$ cat src/rtl/cic_readout_sched.sv
// cic_readout_sched
//   Sequencer and readout scheduler for a bank of NUM_CH CIC3 decimators.
//   It owns the decimation timebase, holds the filters in reset while idle,
//   throws away the settling frames after enable, snapshots every channel
//   once per decimated period, and drains the snapshot one word per
//   handshake over a valid/ready stream.
//
// Ports
//   clk          modulator clock (shared with the CIC integrators)
//   reset_n      asynchronous reset, active low
//   enable       run request; low returns the block to IDLE on the next clk
//   overrun_clr  one-cycle pulse clearing the sticky overrun flag
//   ch_data      flattened CIC outputs, channel k at [k*WIDTH +: WIDTH]
//   cic_run      filter gate (drives the CIC reset_n at the top level)
//   dout         current word (registered, held while not accepted)
//   dout_ch      channel index of dout
//   dout_valid   dout/dout_ch valid
//   dout_ready   consumer ready; a word moves on valid & ready
//   frame_start  one-cycle pulse on every snapshot taken
//   overrun      sticky: a snapshot fell due while the previous frame was
//                still draining (that snapshot is dropped)
//
// Build option
//   CIC_SCHED_TAG_EN : dout widens to WIDTH+8 and its top byte carries a frame
//                      sequence number. The number advances on every due
//                      snapshot, dropped ones included, so gaps are visible.

module cic_readout_sched #(
   parameter int NUM_CH        = 4,
   parameter int WIDTH         = 25,
   parameter int DECIMATION    = 256,
   parameter int CAPTURE_PHASE = 192,
   parameter int SETTLE_FRAMES = 3,
   localparam int CHW = (NUM_CH > 1) ? $clog2(NUM_CH) : 1,
`ifdef CIC_SCHED_TAG_EN
   localparam int DW  = WIDTH + 8
`else
   localparam int DW  = WIDTH
`endif
) (
   input  logic                    clk,
   input  logic                    reset_n,
   input  logic                    enable,
   input  logic                    overrun_clr,
   input  logic [NUM_CH*WIDTH-1:0] ch_data,
   output logic                    cic_run,
   output logic [DW-1:0]           dout,
   output logic [CHW-1:0]          dout_ch,
   output logic                    dout_valid,
   input  logic                    dout_ready,
   output logic                    frame_start,
   output logic                    overrun
);

   localparam int TBW = $clog2(DECIMATION);
   localparam int SCW = (SETTLE_FRAMES > 1) ? $clog2(SETTLE_FRAMES + 1) : 1;

   localparam logic [1:0] ST_IDLE   = 2'd0;
   localparam logic [1:0] ST_SETTLE = 2'd1;
   localparam logic [1:0] ST_WAIT   = 2'd2;
   localparam logic [1:0] ST_SEND   = 2'd3;

   localparam logic [CHW-1:0] LAST_CH     = CHW'(NUM_CH - 1);
   localparam logic [TBW-1:0] CAP_CNT     = TBW'(CAPTURE_PHASE);
   localparam logic [SCW-1:0] SETTLE_LAST = SCW'(SETTLE_FRAMES - 1);

   typedef logic [NUM_CH-1:0][WIDTH-1:0] shadow_t;

   shadow_t ch_vec;
   assign ch_vec = ch_data;

   logic [1:0]       state_q, state_d;
   logic [TBW-1:0]   tb_q, tb_d;
   logic [SCW-1:0]   settle_q, settle_d;
   logic [CHW-1:0]   ch_idx_q, ch_idx_d;
   shadow_t          shadow_q, shadow_d;
   logic [WIDTH-1:0] data_q, data_d;
   logic             valid_q, valid_d;
   logic             fs_q, fs_d;
   logic             ovr_q, ovr_d;
   logic             run_q, run_d;
`ifdef CIC_SCHED_TAG_EN
   logic [7:0]       seq_q, seq_d;
   logic [7:0]       tag_q, tag_d;
`endif

   logic           strobe;
   logic           accept;
   logic           last_acc;
   logic           capture;
   logic           drop;
   logic [CHW-1:0] nxt_idx;

   assign strobe   = (tb_q == CAP_CNT) && (state_q != ST_IDLE);
   assign accept   = valid_q && dout_ready;
   assign last_acc = accept && (ch_idx_q == LAST_CH);
   assign nxt_idx  = ch_idx_q + 1'b1;

   always_comb begin
      state_d  = state_q;
      tb_d     = (state_q == ST_IDLE) ? '0 : tb_q + 1'b1;
      settle_d = settle_q;
      ch_idx_d = ch_idx_q;
      shadow_d = shadow_q;
      data_d   = data_q;
      valid_d  = valid_q;
      fs_d     = 1'b0;
      ovr_d    = ovr_q;
      // Every state other than IDLE keeps the filters running while enabled.
      run_d    = enable;
      capture  = 1'b0;
      drop     = 1'b0;
`ifdef CIC_SCHED_TAG_EN
      seq_d    = seq_q;
      tag_d    = tag_q;
`endif

      case (state_q)
         ST_IDLE: begin
            if (enable) state_d = ST_SETTLE;
         end
         ST_SETTLE: begin
            // The SETTLE_FRAMES-th strobe only moves us on; it is not captured.
            if (strobe) begin
               if (settle_q == SETTLE_LAST) state_d  = ST_WAIT;
               else                         settle_d = settle_q + 1'b1;
            end
         end
         ST_WAIT: begin
            if (strobe) capture = 1'b1;
         end
         default: begin // ST_SEND
            if (accept) begin
               if (ch_idx_q == LAST_CH) begin
                  state_d = ST_WAIT;
                  valid_d = 1'b0;
               end else begin
                  ch_idx_d = nxt_idx;
                  data_d   = shadow_q[nxt_idx];
               end
            end
            // A strobe landing exactly on the last-word handshake chains straight
            // into the next frame; any other strobe here loses its snapshot.
            if (strobe) begin
               if (last_acc) capture = 1'b1;
               else          drop    = 1'b1;
            end
         end
      endcase

      if (capture) begin
         state_d  = ST_SEND;
         shadow_d = ch_vec;
         data_d   = ch_vec[0];
         ch_idx_d = '0;
         valid_d  = 1'b1;
         fs_d     = 1'b1;
`ifdef CIC_SCHED_TAG_EN
         tag_d    = seq_q;
         seq_d    = seq_q + 8'd1;
`endif
      end

      // Clear first so a simultaneous overrun event wins.
      if (overrun_clr) ovr_d = 1'b0;
      if (drop) begin
         ovr_d = 1'b1;
`ifdef CIC_SCHED_TAG_EN
         seq_d = seq_q + 8'd1;
`endif
      end

      if (!enable) begin
         state_d  = ST_IDLE;
         tb_d     = '0;
         settle_d = '0;
         ch_idx_d = '0;
         shadow_d = '0;
         data_d   = '0;
         valid_d  = 1'b0;
         fs_d     = 1'b0;
         ovr_d    = 1'b0;
`ifdef CIC_SCHED_TAG_EN
         seq_d    = 8'd0;
         tag_d    = 8'd0;
`endif
      end
   end

   always_ff @(posedge clk or negedge reset_n) begin
      if (!reset_n) begin
         state_q  <= ST_IDLE;
         tb_q     <= '0;
         settle_q <= '0;
         ch_idx_q <= '0;
         shadow_q <= '0;
         data_q   <= '0;
         valid_q  <= 1'b0;
         fs_q     <= 1'b0;
         ovr_q    <= 1'b0;
         run_q    <= 1'b0;
`ifdef CIC_SCHED_TAG_EN
         seq_q    <= 8'd0;
         tag_q    <= 8'd0;
`endif
      end else begin
         state_q  <= state_d;
         tb_q     <= tb_d;
         settle_q <= settle_d;
         ch_idx_q <= ch_idx_d;
         shadow_q <= shadow_d;
         data_q   <= data_d;
         valid_q  <= valid_d;
         fs_q     <= fs_d;
         ovr_q    <= ovr_d;
         run_q    <= run_d;
`ifdef CIC_SCHED_TAG_EN
         seq_q    <= seq_d;
         tag_q    <= tag_d;
`endif
      end
   end

   assign cic_run     = run_q;
   assign dout_ch     = ch_idx_q;
   assign dout_valid  = valid_q;
   assign frame_start = fs_q;
   assign overrun     = ovr_q;
`ifdef CIC_SCHED_TAG_EN
   assign dout        = {tag_q, data_q};
`else
   assign dout        = data_q;
`endif

endmodule

$ cat config.mk
export PLATFORM = sky130hd
export DESIGN_NAME = cic_readout_sched
export DESIGN_NICKNAME = d
export VERILOG_FILES = /design/src/rtl/cic_readout_sched.sv
export SDC_FILE = /design/constraint.sdc
export NUM_CORES = 1
export LEC_CHECK = 0
export CAP_MARGIN = 15
export CORE_AREA = 10 10 122 124
export CTS_CLUSTER_DIAMETER = 80
export DETAILED_ROUTE_END_ITERATION = 10
export DIE_AREA = 0 0 132 134
export GPL_TIMING_DRIVEN = 0
export PLACE_DENSITY = 0.83
export SYNTH_ARGS = -nofsm -noshare
export SYNTH_HDL_FRONTEND = slang
export SYNTH_SLANG_ARGS = --single-unit
$ cat constraint.sdc
create_clock -name clk -period 5.3 [get_ports clk]
set_input_delay 1.59 -clock clk [delete_from_list [all_inputs] [get_ports clk]]
set_output_delay 1.59 -clock clk [all_outputs]
set_load 0.1 [all_outputs]
==> flow_summary.toml, run 1 <==
[drt]
drt-wirelength-per-cell_um = 21.43
ant_nets = 0
via_count = 5941
drt_iter0_drc = 729
viasPerCell = 5.768
drtPass1Iterations = 5
drc_errors = 0
drt_wl_total_mm = 22.08

[setup_path]
critPathLaunchType = "register"
worstReg2RegEnd = "dout[22]$_DFFE_PN0P_"
rrSetupSlack_ns = 3.00
crit_chain = "clkdlybuf4s50_1"
worstPathBufferInverterCount = 1
reg2reg_depth = 6
slowest_delay_ns = 1.17
end_kind = "output pin"
cp_top_family = "buffers and inverters"
reg2reg_from = "dout_ch[0]$_DFFE_PN0P_"
crit_arrival_ns = 2.03
crit_type = "register to output pin"
worstPathRequired_ns = 3.71
crit_fanout = 5
critPathSlowestCell = "clkdlybuf4s50_1"

[final_layout]
drive_gt1_frac = 0.1037
diodes = 0
layout.cells.non_filler = 1030
final_cell_area_mm2 = 0.009116
syn_to_final_growth_pct = 32.50
nNetsFinal = 954
layout_common_cells = "nand2_1 (229), dfrtp_1 (143), clkdlybuf4s50_1 (134), a21boi_0 (70), a21oi_1 (51)"
final_common_cell = "nand2_1"

[power_and_ir_drop]
switching_share = 0.2098
p_switching_uw = 534.5
seq_power_share = 0.430
p_int_mw = 2.013
power.density_mw_per_mm2 = 279.4
p_leak_nw = 3.665
comb_power_share = 0.061
ir_drop_v = 0.0002167
clock_power_share = 0.509

[global_routing]
grt_pass1_wl_mm = 35.09
grtUsageTotal = 0.2508
antenna_found_initial = 0
grt_pass1_vias = 6525
overflow = 0
grt_start_max_net_pins = 78

[sta]
hold_viol_final = 0
rsz0062_at_grt = "no"
setup_viol = 0
slew_headroom = 0.3144
fin_crit_sh = 0.6831
max_freq_ghz = 0.2762
worstMarginPinSlew_ns = 1.025
finalMaxSlewViolations = 0
fin_skew_ns = 0.01026
timing.setup.tns_ns = 0
min_period_ns = 3.621

[floorplan]
core_area_mm2 = 0.01247
fp-row-count = 41
io_pins = 136
dieArea_mm2 = 0.01769
dieHeight_um = 134
die_x_um = 132
start_util = 0.5519

[clocking]
insertion_delay_ns = 0.43
cts_setup_buffers = 0
root_buffer = "clkbuf_16"
clock_path_buffers = 2
cts_tree = "done"
clk_pin_slew_ns = 0.06
htree_levels = 4
postCtsHoldBufs = 0
post_cts_resize_count = 0
clkSinkCount = 143
cts-buffers-inserted = 17

[synthesis]
syn_inst = 690
yosysWarnings = 0
synth.cell_area_mm2 = 0.006880
ys_seq_area_frac = 0.5201
synth-main-ff-cell = "dfrtp_1"
synth_edf_count = 0
synth_seq_cells = 143
synthesis.nets = 799
synth_cell_type_count = 33
async_flop_share = 1.000
syn_avg_cell_area_um2 = 9.972

[worst_hold_path]
hold_path_class = "register to register"
hp-start = "shadow_q[20]$_DFFE_PN0P_"
whs_path_depth = 2
hold_end = "shadow_q[20]$_DFFE_PN0P_"

[placed_design]
dp_cells = 998
gp_congestion = 0.8858
io_buffers = 135
hpwlAfterDp_mm = 15.27
placed_area_mm2 = 0.008476

[status]
status = "completed"

[run]
cap_violations = 0
[sequential cells by signal, indices dropped and copies added (netlist names)]
name	cells
cic_run	1
dout	25
shadow_q	100
state_q	2
settle_q	2
dout_valid	1
frame_start	1
overrun	1
dout_ch	2
tb_q	8
[cell type report]
cell class | count | area, um^2
clock inverters | 11 | 160.2
multi-input cells | 486 | 2974
well taps | 172 | 215.2
flip-flops and latches | 143 | 3578
plain buffers | 55 | 305.3
inverters | 6 | 22.52
fillers | 840 | 3349
clock buffers | 21 | 480.5
repair buffers | 136 | 1380
[worst max path at each step]
stage / from / endpoint / slack, ns / cells past startpoint
after floorplan: dout_ready / dout[0]$_DFFE_PN0P_ / 2.57 / 7
after global placement: reset_n / dout[9]$_DFFE_PN0P_ / -2.87 / 1
after detailed placement: dout_ready / shadow_q[71]$_DFFE_PN0P_ / 1.68 / 6
after CTS: dout_valid$_DFFE_PN0P_ / dout_valid / 1.69 / 1
after global routing: dout_valid$_DFFE_PN0P_ / dout_valid / 1.66 / 1
final: dout_valid$_DFFE_PN0P_ / dout_valid / 1.68 / 1
[power by group through the flow]
stage	Combinational, mW	Clock (mW)	Sequential [mW]
6_report	0.155	1.30	1.10
2_1_floorplan	0.0295	0	1.12
3_5_place_dp	0.154	0	1.12
3_3_place_gp	0.149	0	1.12
4_1_cts	0.156	1.29	1.10
5_1_grt	0.166	1.34	1.10
[per-stage QoR]
stage | hold WS, ns | util | power (mW) | setup slack, ns
floorplan | 0.4818 | - | 1.147 | 2.571
global placement | 0.4987 | 0.6776 | 1.264 | -2.866
detailed placement | 0.5105 | 0.6799 | 1.269 | 1.683
CTS | 0.5185 | 0.7313 | 2.541 | 1.694
global route | 0.5408 | 0.7313 | 2.602 | 1.664
finish | 0.5175 | 0.7313 | 2.547 | 1.679
[kinds of logic after synthesis]
kind of cell             count (synthesis)  share of synthesized area
AND/OR/NAND/NOR                        262                     0.1533
AO/OA/AOI/OAI                          187                     0.1797
flip-flops                             143                     0.5201
buffers and inverters                   61                    0.04764
multiplexers                            25                    0.08183
XOR/XNOR                                 8                    0.01018
adder cells (fa/ha/maj)                  4                   0.007274
[synth_stat cells (6+ instances only)]
master | number | share of area
nand2_1 | 229 | 0.12
dfrtp_1 | 143 | 0.52
a21boi_0 | 70 | 0.076
a21oi_1 | 51 | 0.037
a21boi_1 | 33 | 0.036
clkbuf_1 | 29 | 0.016
o21ai_0 | 27 | 0.020
mux4_2 | 25 | 0.082
buf_4 | 10 | 0.011
nor2_1 | 10 | 0.0055
buf_2 | 9 | 0.0065
nand3_1 | 8 | 0.0058
inv_1 | 6 | 0.0033
[per-layer routing]
| layer | part of all wire | routed length, um | GRT usage | vias up |
|---|---|---|---|---|
| met5 | 0 | 0 | 0 | - |
| met4 | 0.025 | 561 | 0.1112 | 0 |
| met3 | 0.072 | 1584 | 0.05153 | 44 |
| met2 | 0.53 | 11590 | 0.4410 | 305 |
| met1 | 0.38 | 8338 | 0.2899 | 2948 |
| li1 | - | - | - | 2644 |
Power figures use the tool's default switching activity.
==> inputs of run 2 (changes only) <==
Settings changed: CORE_AREA 10 10 122 124 to 10 10 132 134, DIE_AREA 0 0 132 134 to 0 0 142 144, PLACE_DENSITY 0.83 to 0.74.
Clock period 5.3 ns to 3.3 ns, I/O delays scaled along.
==> run 2 against run 1 <==
First-iteration DRC count decreased by 28%. Register-to-register slack lost 2.0 ns. Core utilization shrank 12 points. Via count down 3.1%. Largest power group unchanged. Highest routed layer unchanged.
==> flow_summary.toml, run 2 (synthesis results as in run 1) <==
[status]
status = "completed"

[drt]
drtPass1Iterations = 5
viasPerCell = 5.503
drt-wirelength-per-cell_um = 20.15
drt_wl_total_mm = 21.08
via_count = 5756
ant_nets = 0
drc_errors = 0
drt_iter0_drc = 523

[clocking]
post_cts_resize_count = 0
clock_path_buffers = 2
clkSinkCount = 143
postCtsHoldBufs = 0
root_buffer = "clkbuf_16"
cts_tree = "done"
insertion_delay_ns = 0.43
htree_levels = 4
cts_setup_buffers = 0
cts-buffers-inserted = 17
clk_pin_slew_ns = 0.06

[sta]
timing.setup.tns_ns = 0
rsz0062_at_grt = "no"
hold_viol_final = 0
min_period_ns = 3.016
worstMarginPinSlew_ns = 1.048
fin_crit_sh = 0.9139
slew_headroom = 0.2991
finalMaxSlewViolations = 0
max_freq_ghz = 0.3316
holdWs_ns = 0.5197
fin_skew_ns = 0.008284
setup_viol = 0

[global_routing]
antenna_found_initial = 0
grtUsageTotal = 0.2106
busiest_layer = "met2"
met2_usage = 0.3430
overflow = 0
grt_pass1_wl_mm = 33.04
use_met3 = 0.06658
met1_usage = 0.2558
grt_pass1_vias = 6037
grt_start_max_net_pins = 75

[setup_path]
crit_chain = "clkdlybuf4s50_1"
worstPathBufferInverterCount = 1
critPathLaunchType = "register"
path_depth = 1
cp_top_family = "buffers and inverters"
rrSetupSlack_ns = 1.04
worstSetupStartpoint = "dout_valid$_DFFE_PN0P_"
end_kind = "output pin"
worstReg2RegEnd = "dout[23]$_DFFE_PN0P_"
crit_arrival_ns = 2.03
endpoint = "dout_valid"
crit_fanout = 5
reg2reg_depth = 6
crit_type = "register to output pin"
reg2reg_from = "dout_ch[1]$_DFFE_PN0P_"
critPathSlowestCell = "clkdlybuf4s50_1"
slowest_delay_ns = 1.17
worstPathRequired_ns = 2.31

[final_layout]
diodes = 0
nNetsFinal = 954
layout_common_cells = "nand2_1 (229), dfrtp_1 (143), clkdlybuf4s50_1 (134), a21boi_0 (70), a21oi_1 (51)"
final_cell_area_mm2 = 0.009151
final_common_cell = "nand2_1"
largest_reg_flops = 100
syn_to_final_growth_pct = 33.01
regMostFlops = "shadow_q"
drive_gt1_frac = 0.1026
fin_util = 0.6157
fillers = 1228

[power_and_ir_drop]
power.density_mw_per_mm2 = 453.2
ir_drop_v = 0.0003989
p_leak_nw = 3.669

[placed_design]
hpwlAfterDp_mm = 15.02
io_buffers = 135
gp_congestion = 0.8322
placed_area_mm2 = 0.008496

[floorplan]
dieArea_mm2 = 0.02045
fp-row-count = 45
io_pins = 136
die_x_um = 142
core_area_mm2 = 0.01486
dieHeight_um = 144
start_util = 0.4629

[worst_hold_path]
hold_path_class = "register to register"

[run]
cap_violations = 0
## run 2: cell count changes in the layout (fill, tap and decap cells not counted)
cell       before  now
clkinv_2        5    4
bufinv_16       4    5
clkbuf_1       29   30
clkbuf_8        4    3
## run 2: how the worst min path moves through the flow
stage / startpoint / endpoint / slack (ns) / cells past startpoint
final: shadow_q[75]$_DFFE_PN0P_ / shadow_q[75]$_DFFE_PN0P_ / 0.52 / 2
after global routing: shadow_q[18]$_DFFE_PN0P_ / shadow_q[18]$_DFFE_PN0P_ / 0.54 / 2
after CTS: shadow_q[75]$_DFFE_PN0P_ / shadow_q[75]$_DFFE_PN0P_ / 0.52 / 2
after detailed placement: shadow_q[75]$_DFFE_PN0P_ / shadow_q[75]$_DFFE_PN0P_ / 0.51 / 2
after global placement: shadow_q[11]$_DFFE_PN0P_ / shadow_q[11]$_DFFE_PN0P_ / 0.50 / 2
after floorplan: settle_q[1]$_DFFE_PN0P_ / settle_q[1]$_DFFE_PN0P_ / 0.48 / 2
## run 2: layout make-up
type | count | area (um^2) | share of cell area
Clock buffer | 21 | 470.5 | 0.05141
Sequential cell | 143 | 3578 | 0.3910
Multi-Input combinational cell | 486 | 2974 | 0.3250
Tap cell | 188 | 235.2 | 0.02570
Clock inverter | 11 | 185.2 | 0.02024
Timing Repair Buffer | 136 | 1380 | 0.1508
Buffer | 55 | 305.3 | 0.03336
Inverter | 6 | 22.52 | 0.002461
## run 2: metal layers
layer / vias to the layer above / wire [um] / part of all wire
met3: 42 / 1791 / 0.085
met4: 0 / 549 / 0.026
met1: 2817 / 8347 / 0.40
met5: - / 0 / 0
li1: 2643 / - / -
met2: 254 / 10390 / 0.49
## run 2: metrics by stage
stage	worst slack [ns]	cells	total power, mW
after floorplan	0.9617	690	1.843
after global placement	-4.566	1013	2.037
after detailed placement	0.2034	1014	2.040
after CTS	0.2802	1046	4.161
after global routing	0.2585	1046	4.253
final	0.2840	1046	4.147
## run 2: power by group
| group | total [mW] | internal (mW) | switching [mW] |
|---|---|---|---|
| combinational | 0.249 | 0.139 | 0.110 |
| clock | 2.14 | 1.40 | 0.744 |
| sequential | 1.76 | 1.76 | 0.00290 |
==> inputs of run 3 (changes only) <==
Settings changed: RECOVER_POWER from default to 50, SLEW_MARGIN from default to 0.
==> run 3 against run 2 <==
The flow now finishes with violations (max-capacitance violations, max-slew violations). Count of clock-buffer cells in the layout unchanged. Largest cell class unchanged. Flip-flop and latch count unchanged. Global-route usage unchanged. Setup slack worse by 0.00056 ns. Die area unchanged. Critical endpoint unchanged. Via count up 0.16%. Combinational power about the same. Power about the same.
==> flow_summary.toml, run 3 (synthesis results as in run 1) <==
[setup_path]
worstPathRequired_ns = 2.31
cp_top_family = "buffers and inverters"
end_kind = "output pin"
crit_chain = "clkdlybuf4s50_1"
crit_fanout = 5
worstPathBufferInverterCount = 1
rrSetupSlack_ns = 0.75
crit_type = "register to output pin"
path_depth = 1
reg2reg_depth = 7
crit_arrival_ns = 2.03
critPathLaunchType = "register"
worstSetupStartpoint = "dout_valid$_DFFE_PN0P_"
reg2reg_from = "dout_ch[0]$_DFFE_PN0P_"
critPathSlowestCell = "clkdlybuf4s50_1"
slowest_delay_ns = 1.17
endpoint = "dout_valid"
worstReg2RegEnd = "shadow_q[22]$_DFFE_PN0P_"

[clocking]
htree_levels = 4
cts-buffers-inserted = 17
insertion_delay_ns = 0.43
clock_path_buffers = 2
clkSinkCount = 143
cts_tree = "done"
postCtsHoldBufs = 0
root_buffer = "clkbuf_16"
clk_pin_slew_ns = 0.06
post_cts_resize_count = 0
cts_setup_buffers = 0

[final_layout]
regMostFlops = "shadow_q"
drive_gt1_frac = 0.1002
diodes = 0
fin_util = 0.6138
layout_common_cells = "nand2_1 (229), dfrtp_1 (143), clkdlybuf4s50_1 (133), a21boi_0 (70), a21oi_1 (51)"
syn_to_final_growth_pct = 32.61
largest_reg_flops = 100
final_common_cell = "nand2_1"
nNetsFinal = 954

[status]
status = "finished with violations"
violations = "max-capacitance violations, max-slew violations"

[global_routing]
overflow = 0
grt_pass1_wl_mm = 33.04
antenna_found_initial = 0
grt_pass1_vias = 6037
grtUsageTotal = 0.2106
grt_start_max_net_pins = 75

[floorplan]
io_pins = 136
start_util = 0.4629
die_x_um = 142
fp-row-count = 45
dieHeight_um = 144
core_area_mm2 = 0.01486
dieArea_mm2 = 0.02045

[drt]
ant_nets = 0
drtPass1Iterations = 5
viasPerCell = 5.511
drc_errors = 0
drt_wl_total_mm = 21.10
drt_iter0_drc = 579
drt-wirelength-per-cell_um = 20.17
via_count = 5765

[sta]
fin_crit_sh = 0.9141
finalMaxSlewViolations = 70
rsz0062_at_grt = "no"
max_freq_ghz = 0.3315
setup_viol = 0
slew_headroom = -0.2140
worstMarginPinSlew_ns = 1.821
hold_viol_final = 0
fin_skew_ns = 0.007145
min_period_ns = 3.017

[placed_design]
gp_congestion = 0.8322
io_buffers = 135
hpwlAfterDp_mm = 15.02

[power_and_ir_drop]
ir_drop_v = 0.0004026
p_leak_nw = 3.662
p_total_mw = 4.146
power.density_mw_per_mm2 = 454.4

[run]
cap_violations = 1

[worst_hold_path]
hold_path_class = "register to register"
[run 3: worst min-delay path by stage]
stage | to | depth (start not counted) | start | slack [ns]
finish | shadow_q[75]$_DFFE_PN0P_ | 2 | shadow_q[75]$_DFFE_PN0P_ | 0.52
global route | shadow_q[18]$_DFFE_PN0P_ | 2 | shadow_q[18]$_DFFE_PN0P_ | 0.54
CTS | shadow_q[75]$_DFFE_PN0P_ | 2 | shadow_q[75]$_DFFE_PN0P_ | 0.52
detailed placement | shadow_q[75]$_DFFE_PN0P_ | 2 | shadow_q[75]$_DFFE_PN0P_ | 0.51
global placement | shadow_q[11]$_DFFE_PN0P_ | 2 | shadow_q[11]$_DFFE_PN0P_ | 0.50
floorplan | settle_q[1]$_DFFE_PN0P_ | 2 | settle_q[1]$_DFFE_PN0P_ | 0.48
[run 3: area by class of cell]
| cell class | instances | area [um^2] |
|---|---|---|
| repair buffers | 136 | 1374 |
| inverters | 6 | 22.52 |
| multi-input cells | 486 | 2957 |
| plain buffers | 55 | 301.5 |
| clock buffers | 21 | 470.5 |
| flip-flops and latches | 143 | 3578 |
| fillers | 1231 | 5741 |
| clock inverters | 11 | 185.2 |
| well taps | 188 | 235.2 |
[run 3: report_power, final]
group / leakage, nW / switching, mW / internal [mW] / total (mW)
clock: 0.319 / 0.744 / 1.39 / 2.14
sequential: 1.99 / 0.00293 / 1.76 / 1.76
combinational: 1.35 / 0.109 / 0.139 / 0.247
total: 3.66 / 0.856 / 3.29 / 4.15
[run 3: layer usage]
layer | vias to the layer above | track usage | wire length, um
li1 | 2643 | - | -
met3 | 39 | 0.06658 | 1763
met1 | 2844 | 0.2558 | 8334
met5 | - | 0 | 0
met2 | 239 | 0.3430 | 10440
met4 | 0 | 0.07961 | 562
[run 3: through the flow]
step | hold WS, ns | cell area (um^2) | TNS [ns] | instances | worst slack, ns
final | 0.5201 | 9124 | 0 | 1046 | 0.2834
after global routing | 0.5435 | 9124 | 0 | 1046 | 0.2265
after CTS | 0.5191 | 9151 | 0 | 1046 | 0.2802
after detailed placement | 0.5128 | 8496 | 0 | 1014 | 0.2034
after global placement | 0.5021 | 8467 | -651.40 | 1013 | -4.566
after floorplan | 0.4818 | 6880 | 0 | 690 | 0.9617
